[src/rtl/apb_master_ctrl_pkg.sv]
// Shared types and constants for the APB master controller slice.
package apb_master_ctrl_pkg;

    localparam int DEV_W      = 4;
    localparam int ADDR_W_DEF = 8;
    localparam int DATA_W_DEF = 8;

    typedef enum logic [1:0] {
        IDLE   = 2'd0,
        SETUP  = 2'd1,
        ACCESS = 2'd2,
        RESP   = 2'd3
    } apb_state_t;

endpackage

[src/rtl/apb_master_ctrl_if.sv]
// APB bus bundle between the master controller and its slaves.
interface apb_master_ctrl_if
    import apb_master_ctrl_pkg::*;
#(
    parameter int NUM_SLAVES = 4,
    parameter int ADDR_W     = ADDR_W_DEF,
    parameter int DATA_W     = DATA_W_DEF
);
    logic [NUM_SLAVES-1:0]        psel;
    logic                         penable;
    logic                         pwrite;
    logic [ADDR_W-1:0]            paddr;
    logic [DATA_W-1:0]            pwdata;
    logic [NUM_SLAVES*DATA_W-1:0] prdata;
    logic [NUM_SLAVES-1:0]        pready;
    logic [NUM_SLAVES-1:0]        pslverr;

    modport master (
        output psel, penable, pwrite, paddr, pwdata,
        input  prdata, pready, pslverr
    );

    modport slave (
        input  psel, penable, pwrite, paddr, pwdata,
        output prdata, pready, pslverr
    );
endinterface

[src/rtl/apb_master_ctrl_addr_decoder.sv]
// Device number to one-hot slave select; IDs at or above NUM_SLAVES are unmapped.
module apb_master_ctrl_addr_decoder
    import apb_master_ctrl_pkg::*;
#(
    parameter int NUM_SLAVES = 4
) (
    input  logic [DEV_W-1:0]      device,
    output logic [NUM_SLAVES-1:0] sel,
    output logic                  mapped
);

    // One-hot decode; at most one bit can match a given device number.
    always_comb begin
        sel    = '0;
        mapped = 1'b0;
        for (int i = 0; i < NUM_SLAVES; i++) begin
            if (int'(device) == i) begin
                sel[i] = 1'b1;
                mapped = 1'b1;
            end
        end
    end

endmodule

[src/rtl/apb_master_ctrl.sv]
// APB master controller: accepts one CPU request at a time and runs it on the APB bus.
//
//   state  | meaning
//   IDLE   | ready for a request; bus idle, address/data hold last values
//   SETUP  | psel asserted, penable low (one cycle)
//   ACCESS | psel + penable, waiting for pready of the selected slave or timeout
//   RESP   | rsp_valid strobe, bus released (one cycle)
//
// All outputs are registered from the next-state decode, so the bus phase seen on
// the pins matches the state register.
module apb_master_ctrl
    import apb_master_ctrl_pkg::*;
#(
    parameter int NUM_SLAVES = 4,
    parameter int ADDR_W     = ADDR_W_DEF,
    parameter int DATA_W     = DATA_W_DEF,
    parameter int TIMEOUT    = 16
) (
    input  logic               clk,
    input  logic               rst,
    input  logic               req_valid,
    output logic               req_ready,
    input  logic [DEV_W-1:0]   req_device,
    input  logic [ADDR_W-1:0]  req_addr,
    input  logic [DATA_W-1:0]  req_wdata,
    input  logic               req_write,
    output logic               rsp_valid,
    output logic [DATA_W-1:0]  rsp_rdata,
    output logic               rsp_err,
    apb_master_ctrl_if.master  bus
);

    localparam int CNT_W = $clog2(TIMEOUT + 1);

    apb_state_t state_q, state_d;

    logic [NUM_SLAVES-1:0] sel_q, sel_d;
    logic [NUM_SLAVES-1:0] psel_q, psel_d;
    logic                  penable_q, penable_d;
    logic                  pwrite_q, pwrite_d;
    logic [ADDR_W-1:0]     paddr_q, paddr_d;
    logic [DATA_W-1:0]     pwdata_q, pwdata_d;
    logic [CNT_W-1:0]      cnt_q, cnt_d;
    logic                  req_ready_q, req_ready_d;
    logic                  rsp_valid_q, rsp_valid_d;
    logic [DATA_W-1:0]     rsp_rdata_q, rsp_rdata_d;
    logic                  rsp_err_q, rsp_err_d;

    logic [NUM_SLAVES-1:0] dec_sel;
    logic                  dec_mapped;
    logic                  ready_sel;
    logic                  err_sel;
    logic [DATA_W-1:0]     rdata_sel;

    apb_master_ctrl_addr_decoder #(
        .NUM_SLAVES (NUM_SLAVES)
    ) u_addr_decoder (
        .device (req_device),
        .sel    (dec_sel),
        .mapped (dec_mapped)
    );

    // Only the latched slave's handshake bits matter; the others are masked out.
    assign ready_sel = |(bus.pready & sel_q);
    assign err_sel   = |(bus.pslverr & sel_q);

    // Read-data mux driven by the latched one-hot select.
    always_comb begin
        rdata_sel = '0;
        for (int i = 0; i < NUM_SLAVES; i++) begin
            if (sel_q[i]) rdata_sel = bus.prdata[i*DATA_W +: DATA_W];
        end
    end

    // State register.
    always_ff @(posedge clk) begin
        if (rst) state_q <= IDLE;
        else     state_q <= state_d;
    end

    // Next state plus next values of every registered output.
    always_comb begin
        state_d     = state_q;
        sel_d       = sel_q;
        paddr_d     = paddr_q;
        pwdata_d    = pwdata_q;
        pwrite_d    = pwrite_q;
        cnt_d       = cnt_q;
        psel_d      = '0;
        penable_d   = 1'b0;
        req_ready_d = 1'b0;
        rsp_valid_d = 1'b0;
        rsp_rdata_d = rsp_rdata_q;
        rsp_err_d   = rsp_err_q;

        case (state_q)
            IDLE: begin
                req_ready_d = 1'b1;
                if (req_valid) begin
                    req_ready_d = 1'b0;
                    sel_d       = dec_sel;
                    paddr_d     = req_addr;
                    pwdata_d    = req_wdata;
                    pwrite_d    = req_write;
                    if (dec_mapped) begin
                        state_d = SETUP;
                        psel_d  = dec_sel;
                    end else begin
                        // Unmapped device: answer with an error, never touch the bus.
                        state_d     = RESP;
                        rsp_valid_d = 1'b1;
                        rsp_err_d   = 1'b1;
                        rsp_rdata_d = '0;
                    end
                end
            end

            SETUP: begin
                state_d   = ACCESS;
                psel_d    = sel_q;
                penable_d = 1'b1;
            end

            ACCESS: begin
                psel_d    = sel_q;
                penable_d = 1'b1;
                if (ready_sel) begin
                    state_d     = RESP;
                    psel_d      = '0;
                    penable_d   = 1'b0;
                    cnt_d       = '0;
                    rsp_valid_d = 1'b1;
                    rsp_err_d   = err_sel;
                    rsp_rdata_d = (!pwrite_q && !err_sel) ? rdata_sel : '0;
                end else if (cnt_q == CNT_W'(TIMEOUT)) begin
                    state_d     = RESP;
                    psel_d      = '0;
                    penable_d   = 1'b0;
                    cnt_d       = '0;
                    rsp_valid_d = 1'b1;
                    rsp_err_d   = 1'b1;
                    rsp_rdata_d = '0;
                end else begin
                    cnt_d = cnt_q + 1'b1;
                end
            end

            RESP: begin
                state_d     = IDLE;
                req_ready_d = 1'b1;
                cnt_d       = '0;
            end

            default: begin
                state_d = IDLE;
            end
        endcase
    end

    // Output and datapath registers; reset drops the bus with no response.
    always_ff @(posedge clk) begin
        if (rst) begin
            sel_q       <= '0;
            psel_q      <= '0;
            penable_q   <= 1'b0;
            pwrite_q    <= 1'b0;
            paddr_q     <= '0;
            pwdata_q    <= '0;
            cnt_q       <= '0;
            req_ready_q <= 1'b1;
            rsp_valid_q <= 1'b0;
            rsp_rdata_q <= '0;
            rsp_err_q   <= 1'b0;
        end else begin
            sel_q       <= sel_d;
            psel_q      <= psel_d;
            penable_q   <= penable_d;
            pwrite_q    <= pwrite_d;
            paddr_q     <= paddr_d;
            pwdata_q    <= pwdata_d;
            cnt_q       <= cnt_d;
            req_ready_q <= req_ready_d;
            rsp_valid_q <= rsp_valid_d;
            rsp_rdata_q <= rsp_rdata_d;
            rsp_err_q   <= rsp_err_d;
        end
    end

    assign bus.psel    = psel_q;
    assign bus.penable = penable_q;
    assign bus.pwrite  = pwrite_q;
    assign bus.paddr   = paddr_q;
    assign bus.pwdata  = pwdata_q;
    assign req_ready   = req_ready_q;
    assign rsp_valid   = rsp_valid_q;
    assign rsp_rdata   = rsp_rdata_q;
    assign rsp_err     = rsp_err_q;

endmodule

[src/flat_wrapper.sv]
// flat-port wrapper written by rule: the top's interface ports become plain ports
module apb_master_ctrl_flat import apb_master_ctrl_pkg::*;
#(
    parameter int NUM_SLAVES = 4,
    parameter int ADDR_W     = ADDR_W_DEF,
    parameter int DATA_W     = DATA_W_DEF,
    parameter int TIMEOUT    = 16
)
  (clk, rst, req_valid, req_ready, req_device, req_addr, req_wdata, req_write, rsp_valid, rsp_rdata, rsp_err, bus_psel, bus_penable, bus_pwrite, bus_paddr, bus_pwdata, bus_prdata, bus_pready, bus_pslverr);
  apb_master_ctrl_if #(.NUM_SLAVES(NUM_SLAVES), .ADDR_W(ADDR_W), .DATA_W(DATA_W)) bus_i ();
  input  logic clk;
  input  logic rst;
  input  logic req_valid;
  output logic req_ready;
  input  logic [DEV_W-1:0] req_device;
  input  logic [ADDR_W-1:0] req_addr;
  input  logic [DATA_W-1:0] req_wdata;
  input  logic req_write;
  output logic rsp_valid;
  output logic [DATA_W-1:0] rsp_rdata;
  output logic rsp_err;
  output wire logic [$bits(bus_i.psel)-1:0] bus_psel;
  output wire logic [$bits(bus_i.penable)-1:0] bus_penable;
  output wire logic [$bits(bus_i.pwrite)-1:0] bus_pwrite;
  output wire logic [$bits(bus_i.paddr)-1:0] bus_paddr;
  output wire logic [$bits(bus_i.pwdata)-1:0] bus_pwdata;
  input wire logic [$bits(bus_i.prdata)-1:0] bus_prdata;
  input wire logic [$bits(bus_i.pready)-1:0] bus_pready;
  input wire logic [$bits(bus_i.pslverr)-1:0] bus_pslverr;
  assign bus_psel = bus_i.psel;
  assign bus_penable = bus_i.penable;
  assign bus_pwrite = bus_i.pwrite;
  assign bus_paddr = bus_i.paddr;
  assign bus_pwdata = bus_i.pwdata;
  assign bus_i.prdata = bus_prdata;
  assign bus_i.pready = bus_pready;
  assign bus_i.pslverr = bus_pslverr;
  apb_master_ctrl #(.NUM_SLAVES(NUM_SLAVES), .ADDR_W(ADDR_W), .DATA_W(DATA_W), .TIMEOUT(TIMEOUT)) u_core (.clk(clk), .rst(rst), .req_valid(req_valid), .req_ready(req_ready), .req_device(req_device), .req_addr(req_addr), .req_wdata(req_wdata), .req_write(req_write), .rsp_valid(rsp_valid), .rsp_rdata(rsp_rdata), .rsp_err(rsp_err), .bus(bus_i));
endmodule
[config.mk]
export PLATFORM = sky130hd
export DESIGN_NAME = apb_master_ctrl_flat
export DESIGN_NICKNAME = d
export VERILOG_FILES = /design/src/rtl/apb_master_ctrl_pkg.sv /design/src/rtl/apb_master_ctrl_if.sv /design/src/rtl/apb_master_ctrl_addr_decoder.sv /design/src/rtl/apb_master_ctrl.sv /design/src/flat_wrapper.sv
export SDC_FILE = /design/constraint.sdc
export NUM_CORES = 1
export LEC_CHECK = 0
export BUFFER_PORTS_ARGS = -buffer_cell sky130_fd_sc_hd__buf_2
export CORE_MARGIN = 10
export CORE_UTILIZATION = 48
export CTS_BUF_LIST = sky130_fd_sc_hd__clkbuf_8
export DETAILED_ROUTE_END_ITERATION = 8
export PLACE_DENSITY = 0.81
export SLEW_MARGIN = 15
export SYNTH_ARGS = -nofsm -noshare
export SYNTH_HDL_FRONTEND = slang
export SYNTH_SLANG_ARGS = --single-unit
[constraint.sdc]
create_clock -name clk -period 2.05 [get_ports clk]
set_input_delay 0.1025 -clock clk [delete_from_list [all_inputs] [get_ports clk]]
set_output_delay 0.1025 -clock clk [all_outputs]
set_load 0.02 [all_outputs]
# Yosys cells after proc, flatten, opt, wreduce, memory -nomap -nowiden
# Index checks and enable logic that the tools add are counted.
# Widths: inputs -> output; s select.
# totals
regBits,44
input_bits,64
wordCells,82
# classes
n_addsub,1
eq_ne,10
muxes,45
n_bitwise,2
reduce_logical,12
# op_table
cell,count
$mux 8,9
$mux 1,18
$mux 4,4
$pmux 8 s2,1
$pmux 4 s3,1
$mux 5,2
$pmux 5 s2,1
$and 4x4->4,2
$eq 4x3->1 const B,2
$mux 2,4
$pmux 1 s2,4
$pmux 2 s4,1
$reduce_or 4->1,2
$add 5x1->5 const B,1
$eq 5x5->1 const B,1
$eq 2x2->1 const B,2
$eq 4x2->1 const B,1
$logic_not 4->1,1
$ne 2x2->1 const B,2
$reduce_and 2->1,2
$reduce_and 4->1,1
$reduce_bool 2->1,2
$ne 3x1->1 const B,1
$eq 2x1->1 const B,1
other kinds (3),4

# Logic depth before layout (Yosys ltp)
# Gate-level depths: netlist (run 1).
# depth
ltp_word,8
depth_mapped,7
depth_no_buf,6

# Hierarchy
# Synthesis (run 1) repeated with hierarchy kept, for this count alone.
# unflattened
cells_unflattened,270
hier_area_um2,2215.9
# by_module_without_submodules
module,n_inst,cells_per_inst,area_per_inst_um2,seq_area_each_um2
apb_master_ctrl,1,265,2175.8,880.8
apb_master_ctrl_addr_decoder,1,5,40.0,0.0

# Worst setup path before layout (run 1)
# No wires, ideal clock.
# synth_path
kind,reg2reg
from,register u_core.state_q[0]
to,"register u_core.rsp_rdata_q[0], in the netlist u_core.rsp_rdata[0]"
setup_ns,0.088
arrival_time_ns,1.789
path_slack_ns,0.172
path_stages_with_launch,8
n_path_buf,1
path_cell_list,dfxtp_1 inv_1 ha_1 nor2b_1 a211o_1 or3_1 buf_6 o32ai_2
# synth_via
elab_chain_len,3
word_cells_on_any_way,8
cone_classes,eq/ne (4); mux (1); reduce/logical (3)
# synth_rtl
element,line,source
from (decl),apb_master_ctrl.sv:35,"apb_state_t state_q, state_d;"
from (signal assigned),apb_master_ctrl.sv:78,else state_q <= state_d;
$eq 2x2->1 or $logic_not 2->1 (tied branches),apb_master_ctrl.sv:96,case (state_q)
"$ne 3x1->1 (no source line), or another cell as far along",n/a,
$reduce_and 4->1 (no source line),n/a,
to (signal assigned),apb_master_ctrl.sv:184,rsp_rdata_q <= rsp_rdata_d;
to (decl),apb_master_ctrl.sv:46,"logic [DATA_W-1:0] rsp_rdata_q, rsp_rdata_d;"
# Several ways; a longest one is shown, not always the timed one.
# A chain may end at the register's enable or synchronous reset.

# Worst setup path in the final report (run 1)
# layout_path
from,register u_core.state_q[0]
to,"register u_core.rsp_rdata_q[2], in the netlist u_core.rsp_rdata[2]"
# Same word-level chain as after synthesis.

==> results.cfg, run 1 <==
[timing]
setup_viol = 0
clock_skew_ns = 0.00783
rsz0062_at_grt = false
period_needed_ns = 1.91
max_freq_mhz = 525
worstMarginPinSlew_ns = 0.540
finalSetupTns_ns = 0
fin_crit_sh = 0.930
hold_violations = 0
drv_slew = 0
slew_headroom = 0.635

[logic_synthesis]
synth_cells = 247
synthMostInstantiatedCell = dfxtp_1
syn_area_um2 = 2140
synth_edf_count = 0
ys_types = 42
yosys-top-cells-count = dfxtp_1, nand2_1, a21oi_1
yosysTopAreaCell = dfxtp_1
ys_seq_area_frac = 0.411
ys_top_cells_by_area = dfxtp_1, a21oi_1, nand2_1
yosys_warnings = 0
syn_nets = 318
async_flop_share = 0
ys.flop_type = dfxtp_1
ys_ff_latch = 44
syn_avg_cell_area_um2 = 8.68
synth_top_cell_area_share = 0.411

[finish]
fin_nets = 415
syn_to_final_growth_pct = 30.9
drive_above_1_share = 0.368
regArea_um2 = 881
fin_util = 0.645
finalNonFillerCells = 397
multi_input_area_um2 = 1140
antenna_cells = 0
n_fill_cell = 376

[clock_network]
holdBufCountCts = 0
clk_pin_slew_ns = 0.08
clock_path_buffers = 2
insertion_delay_ns = 0.30
cts_tree = built
htreeDepth = 2
cts_num_sinks = 44
cts_buffers = 5
cts_root_buf = clkbuf_8

[global_routing]
gr-total-overflow = 0
grt_max_degree = 42
antenna_found_initial = 0
grt_usage = 0.163
grt_pass1_vias = 2128
grt_pass1_wl_mm = 10.1

[floorplan]
die_w_um = 86.8
io_pins = 97
die_h_um = 86.8
dieArea_um2 = 7540
rows = 24
start_util = 0.492
coreArea_um2 = 4350

[critical_path]
cpPeakStageDelay_ns = 0.42
required_ns = 2.26
critPathCaptureType = flip-flop
cp_max_fo = 8
cp_slowest_cell = or3_4
worstSetupPathType = reg -> reg
cp.arrival_ns = 2.12
startpoint_type = flip-flop
crit_path_cell_trace = inv_1 > ha_1 > nor2b_1 > a211o_1 > or3_4 > o32ai_2

[power]
peakVddDrop_mv = 0.748
power.leakage_nw = 1.28
powerDensity_nw_per_um2 = 973

[route]
wire_per_inst_um = 15.6
dr.pass1.iters = 4
drcViolationCount = 0
viasPerCell = 5.37
ant_nets = 0
drt_iter0_drc = 137
routed_wl_mm = 6.20
vias = 2131

[placement]
port_buffers = 96
hpwl_mm = 4.85
gp_congestion = 0.866
placed_cells = 389

[run]
cap_violations = 0

[outcome]
outcome = finished clean

[hold_path]
hp-class = in -> reg
==> worst max-delay path: cells and delay by family (launching register included) <==
kind                       cells  cell delay [ns]
buffers and inverters          1             0.09
and+or+nand+nor                2             0.57
AOI/OAI and AO/OA              2             0.54
adders and majority gates      1             0.23
DFF                            1             0.38
==> through the flow <==
stage	hold WS [ns]	cell area, um^2	setup slack, ns	total power [mW]
after floorplan	0.239	2140	0.172	1.78
after global placement	0.342	2690	0.0749	2.08
after detailed placement	0.349	2690	0.0167	2.11
after CTS	0.0279	2800	0.000299	2.75
after global routing	0.0353	2810	0.00604	2.92
final	0.0387	2810	0.144	2.73
==> where the power goes <==
part | leakage, nW | internal [mW] | switching (mW)
Clock | 0.0593 | 0.357 | 0.282
Combinational | 0.859 | 0.417 | 0.639
Sequential | 0.358 | 0.970 | 0.0664
Total | 1.28 | 1.74 | 0.987
==> state kept, by name, indices dropped and copies added (netlist names) <==
name	count
u_core.bus.paddr	8
u_core.bus.penable	1
u_core.bus.psel	4
u_core.bus.pwdata	8
u_core.bus.pwrite	1
u_core.cnt_q	5
u_core.req_ready	1
u_core.rsp_err	1
u_core.rsp_rdata	8
u_core.rsp_valid	1
u_core.sel_q	4
u_core.state_q	2
==> cell usage in the layout, fill, tap and decap left out, types with 5 or more instances in the layout <==
cell      count
nor2_1        7
a21oi_1      35
a22oi_1      11
nand2_1      40
ha_1          7
o32ai_2       8
a221o_1       8
inv_1        14
dfxtp_1      44
nand2b_1      8
nor2b_1       5
clkbuf_8      5
buf_2        96
nor3_1        9
buf_4        11
==> logic make-up after synthesis <==
group                    after synthesis  share of synthesized area
AND/OR/NAND/NOR                       84                      0.196
AO/OA/AOI/OAI                         80                      0.284
flip-flops                            44                      0.411
buffers and inverters                 30                     0.0590
adder cells (fa/ha/maj)                7                     0.0409
multiplexers                           2                    0.00934
==> metal layers <==
metal | up-vias | global-route usage | routed length (um)
li1 | 1082 | - | -
met1 | 946 | 0.192 | 2680
met2 | 97 | 0.238 | 2550
met3 | 6 | 0.0985 | 893
met4 | 0 | 0.0530 | 68
met5 | - | 0 | 0
==> what timing repair did <==
item,4_1_cts,5_1_grt
setup buffers,0,0
setup endpoints to repair,0,8
gates resized for setup,0,2
==> worst paths after layout <==
kind | slack (ns) | startpoint | endpoint | cells past startpoint
worst min register to register | 0.45 | u_core.bus.paddr[6] | u_core.bus.paddr[6] | 2
worst max register to register | 0.14 | u_core.state_q[0] | u_core.rsp_rdata[2] | 6
worst max-delay path | 0.14 | u_core.state_q[0] | u_core.rsp_rdata[2] | 6
worst min-delay path | 0.04 | req_wdata[4] | u_core.bus.pwdata[4] | 3
==> area by class of cell <==
type	count	share of cell area
Clock buffer	5	0.0245
Clock inverter	3	0.0138
Inverter	13	0.0174
Multi-Input combinational cell	173	0.407
Sequential cell	44	0.314
Tap cell	52	0.0232
Timing Repair Buffer	107	0.201
Power figures use the tool's default switching activity.
==> run 2, diff against run 1 <==
- ABC_AREA: not set -> 1
- CORE_UTILIZATION: 48 -> 50
- PLACE_DENSITY: 0.81 -> 0.83
==> results.cfg, run 2 <==
[outcome]
outcome = finished clean

[route]
drcViolationCount = 0
wire_per_inst_um = 13.0
drt_iter0_drc = 144
ant_nets = 0
vias = 2508
routed_wl_mm = 6.61
viasPerCell = 4.94
dr.pass1.iters = 4

[power]
peakVddDrop_mv = 0.597
powerDensity_nw_per_um2 = 1180
power.leakage_nw = 1.59
p_total_mw = 3.43

[clock_network]
cts_buffers = 5
cts_root_buf = clkbuf_8
insertion_delay_ns = 0.30
post_cts_buffers = 0
cts-resized-gates = 0
clock_path_buffers = 2
clk_pin_slew_ns = 0.08
cts_tree = built
holdBufCountCts = 0
cts_num_sinks = 44
htreeDepth = 2

[global_routing]
gr-total-overflow = 0
grt_usage = 0.170
grt_pass1_wl_mm = 10.9
grt_pass1_vias = 2338
antenna_found_initial = 0
grt_max_degree = 23

[critical_path]
timing.rr.start = u_core.state_q[1]
required_ns = 2.30
reg2regPathDepth = 8
critPathCaptureType = flip-flop
worstSetupPathType = reg -> reg
cp-startpoint = u_core.state_q[1]
cp_slowest_cell = dfxtp_1
cpPeakStageDelay_ns = 0.34
crit_path_frequent_cell = nand2_1
cp.arrival_ns = 1.90
cp_max_fo = 22
startpoint_type = flip-flop
crit_path_cell_trace = inv_1 > ha_1 > nand2_1 > inv_2 > nand4_1 > nand2_1 > nand2_1 > inv_1

[logic_synthesis]
yosys_warnings = 0
ys_ff_latch = 44
syn_area_um2 = 2320
ys_types = 25
synth_top_family_by_area = simple AND/OR/NAND/NOR gates
async_flop_share = 0
yosys-top-cells-count = nand2_1, nor2_1, inv_1
ys.flop_type = dfxtp_1
synth_edf_count = 0
synth_cells = 364
synthXorXnorAreaFrac = 0.00753
synthMostInstantiatedCell = nand2_1
muxShareOfSynthArea = 0
yosysTopAreaCell = dfxtp_1
syn_avg_cell_area_um2 = 6.39
ys_seq_area_frac = 0.379
syn_nets = 435
ys_top_cells_by_area = dfxtp_1, nand2_1, nor2_1
yosys.area_share.simple = 0.358
synth-compound-area-share = 0.108
synth_top_cell_area_share = 0.379
synthAdderAreaFrac = 0.0377

[finish]
syn_to_final_growth_pct = 25.2
fin_util = 0.660
finalNonFillerCells = 508
drive_above_1_share = 0.257
fin_nets = 526
layout_common_cells = nand2_1, buf_2, nor2_1
mostFrequentLayoutCell = nand2_1
antenna_cells = 0

[floorplan]
rows = 24
start_util = 0.527
io_pins = 97
die_w_um = 88.2
die_h_um = 88.2
coreArea_um2 = 4410
dieArea_um2 = 7780

[timing]
setup_viol = 0
fin_crit_sh = 0.805
clock_skew_ns = 0.00704
hold_violations = 0
drv_slew = 0
period_needed_ns = 1.65
finalSetupTns_ns = 0
worstMarginPinSlew_ns = 0.441
rsz0062_at_grt = false
slew_headroom = 0.705
max_freq_mhz = 606

[run]
cap_violations = 0

[placement]
hpwl_mm = 5.27
placed_cells = 500
port_buffers = 96
gp_congestion = 0.915

[hold_path]
hold_start = req_wdata[6]
min_path_cells = 3
hp-class = in -> reg
==> run 2: changes by cell type in the layout (fill, tap and decap cells not counted), moves of 10 or more <==
cell	change
nand3_1	+10
nand2_1	+59
o21ai_0	+23
inv_1	+33
nand4_1	+12
nor2_1	+61
a21oi_1	-13
a22oi_1	-11
==> run 2: area by class of cell <==
cell class | instances | area [um^2]
Tap cell | 52 | 65.1
Multi-Input combinational cell | 257 | 1190
Inverter | 48 | 180
Clock inverter | 2 | 11.3
Timing Repair Buffer | 99 | 503
Fill cell | 419 | 1500
Clock buffer | 6 | 82.6
Sequential cell | 44 | 881
==> run 2: report_power, final <==
part | switching [mW] | total [mW] | internal, mW
combinational | 1.09 | 1.63 | 0.545
sequential | 0.146 | 1.24 | 1.09
clock | 0.291 | 0.560 | 0.269
total | 1.53 | 3.43 | 1.91
==> run 2: worst max-delay path: cells and delay by family, from the launching register on <==
| family | cells | cell delay [ns] |
|---|---|---|
| simple gates | 4 | 0.49 |
| buf+inv | 3 | 0.46 |
| flops | 1 | 0.34 |
| fa+ha+maj | 1 | 0.30 |
==> run 2: logic make-up (layout without fill, tap and decap cells) <==
| kind of cell | after synthesis | after routing |
|---|---|---|
| buffers and inverters | 63 | 155 |
| adders and majority gates | 7 | 7 |
| AOI/OAI and AO/OA | 49 | 49 |
| DFF | 44 | 44 |
| xor gates and xnor gates | 2 | 2 |
| and+or+nand+nor | 199 | 199 |
==> run 2: through the flow <==
| step | cell area, um^2 | hold WS (ns) | setup WS [ns] |
|---|---|---|---|
| 2_1_floorplan | 2320 | 0.267 | 0.604 |
| 3_3_place_gp | 2820 | 0.351 | 0.456 |
| 3_5_place_dp | 2820 | 0.361 | 0.420 |
| 4_1_cts | 2910 | 0.0457 | 0.409 |
| 5_1_grt | 2910 | 0.0435 | 0.203 |
| 6_report | 2910 | 0.0516 | 0.400 |
==> run 2: routing by layer <==
| metal | track usage | vias up | routed length, um |
|---|---|---|---|
| met2 | 0.274 | 98 | 2920 |
| met4 | 0.0471 | 0 | 95 |
| met1 | 0.207 | 1090 | 2870 |
| met5 | 0 | - | 0 |
| met3 | 0.0622 | 11 | 724 |
| li1 | - | 1309 | - |
==> run 2: worst paths after layout <==
| path | slack [ns] | to |
|---|---|---|
| hold / removal | 0.05 | u_core.bus.pwdata[6] |
| hold reg to reg | 0.48 | u_core.bus.paddr[5] |
| setup reg to reg | 0.40 | u_core.bus.psel[3] |
| setup / recovery | 0.40 | u_core.bus.psel[3] |
==> run 3, diff against run 2 <==
- clock period: 2.05 -> 1.61 ns (I/O delays scaled with it)
==> results.cfg, run 3 (synthesis results as in run 2) <==
[outcome]
outcome = finished clean

[clock_network]
htreeDepth = 2
cts_buffers = 5
clk_pin_slew_ns = 0.08
clock_path_buffers = 2
cts_num_sinks = 44
insertion_delay_ns = 0.29
post_cts_buffers = 0
cts_tree = built
cts_root_buf = clkbuf_8

[hold_path]
holdPathEnd = u_core.bus.pwdata[3]
min_path_cells = 3
hp-class = in -> reg
hold_start = req_wdata[3]

[placement]
hpwl_mm = 5.31
dp_slack_ns = 0.0786
port_buffers = 96
gp_congestion = 0.865
post_dp_cell_area_um2 = 2880
placed_cells = 506

[timing]
hold_violations = 0
slew_headroom = 0.719
worstMarginPinSlew_ns = 0.420
max_freq_mhz = 689
fin_crit_sh = 0.901
drv_slew = 0
setup_viol = 0
clock_skew_ns = 0.00623
period_needed_ns = 1.45
fin_ws_ns = 0.159

[global_routing]
grt_usage = 0.173
gr-total-overflow = 0
grt_pass1_vias = 2411
antenna_found_initial = 0
grt_pass1_wl_mm = 10.9
grt_max_degree = 24

[floorplan]
die_h_um = 88.2
coreArea_um2 = 4410
die_w_um = 88.2
start_util = 0.527
dieArea_um2 = 7780
io_pins = 97
rows = 24

[finish]
n_fill_cell = 401
syn_to_final_growth_pct = 30.0
finalNonFillerCells = 514
final_area_um2 = 3020
fin_nets = 532
drive_above_1_share = 0.284
layout_common_cells = nand2_1, buf_2, nor2_1
fin_util = 0.685
mostFrequentLayoutCell = nand2_1
antenna_cells = 0

[critical_path]
reg2regPathDepth = 8
timing.rr.start = u_core.state_q[1]
worst_r2r_endpoint = u_core.rsp_rdata[4]
required_ns = 1.81
worstSetupPathType = reg -> reg
cp.arrival_ns = 1.65
cp_max_fo = 8
ff2ff_setup_slack_ns = 0.16
startpoint_type = flip-flop
critPathCaptureType = flip-flop

[power]
p_total_mw = 4.60
powerDensity_nw_per_um2 = 1520
peakVddDrop_mv = 0.958
power.leakage_nw = 1.63

[route]
drt_iter0_drc = 124
ant_nets = 0
drcViolationCount = 0
viasPerCell = 4.94
vias = 2539
wire_per_inst_um = 13.4
routed_wl_mm = 6.87
dr.pass1.iters = 4

[run]
cap_violations = 0
==> run 3: repair_timing <==
action                     CTS  global route
hold buffers                 0             0
resized for setup            0            13
hold endpoints to repair     0             0
setup endpoints to repair    0            31
==> run 3: cell type report <==
class / count / area (um^2) / area share
clock buffer: 6 / 82.6 / 0.0273
clock inverter: 2 / 11.3 / 0.00373
inverter: 48 / 180 / 0.0596
multi-input combinational: 257 / 1240 / 0.410
sequential: 44 / 885 / 0.293
tap: 52 / 65.1 / 0.0215
timing repair buffer: 105 / 561 / 0.186
==> run 3: per-stage QoR <==
stage               hold WS [ns]  setup TNS (ns)
detailed placement         0.334               0
finish                    0.0257               0
global route              0.0374        -0.00577
global placement           0.326               0
floorplan                  0.245               0
CTS                       0.0228               0
==> run 3: per-layer routing <==
metal / global-route usage / part of all wire
met1: 0.196 / 0.40
met4: 0.0628 / 0.021
met3: 0.0715 / 0.12
met5: 0 / 0
met2: 0.284 / 0.46
==> run 3: worst max-delay path, cell delays in order, from the launching register on <==
cell     delay (ns)
dfxtp_2        0.37
inv_1          0.10
ha_4           0.20
nand2_1        0.20
nand2_4        0.10
nor2_4         0.19
nand2_1        0.09
nand2_1        0.06
nor2_1         0.04
==> run 3: worst max path at each step <==
stage	from	end	depth (start not counted)
2_1_floorplan	u_core.state_q[0]	u_core.rsp_rdata[0]	9
3_3_place_gp	u_core.state_q[0]	u_core.rsp_rdata[4]	9
3_5_place_dp	u_core.state_q[1]	u_core.rsp_rdata[4]	8
4_1_cts	u_core.state_q[1]	u_core.rsp_rdata[4]	8
5_1_grt	u_core.state_q[0]	u_core.rsp_rdata[4]	10
6_report	u_core.state_q[1]	u_core.rsp_rdata[4]	8
==> run 3: power breakdown <==
group          internal, mW  switching, mW
logic                 0.834           1.48
registers              1.40          0.175
clock network         0.342          0.363
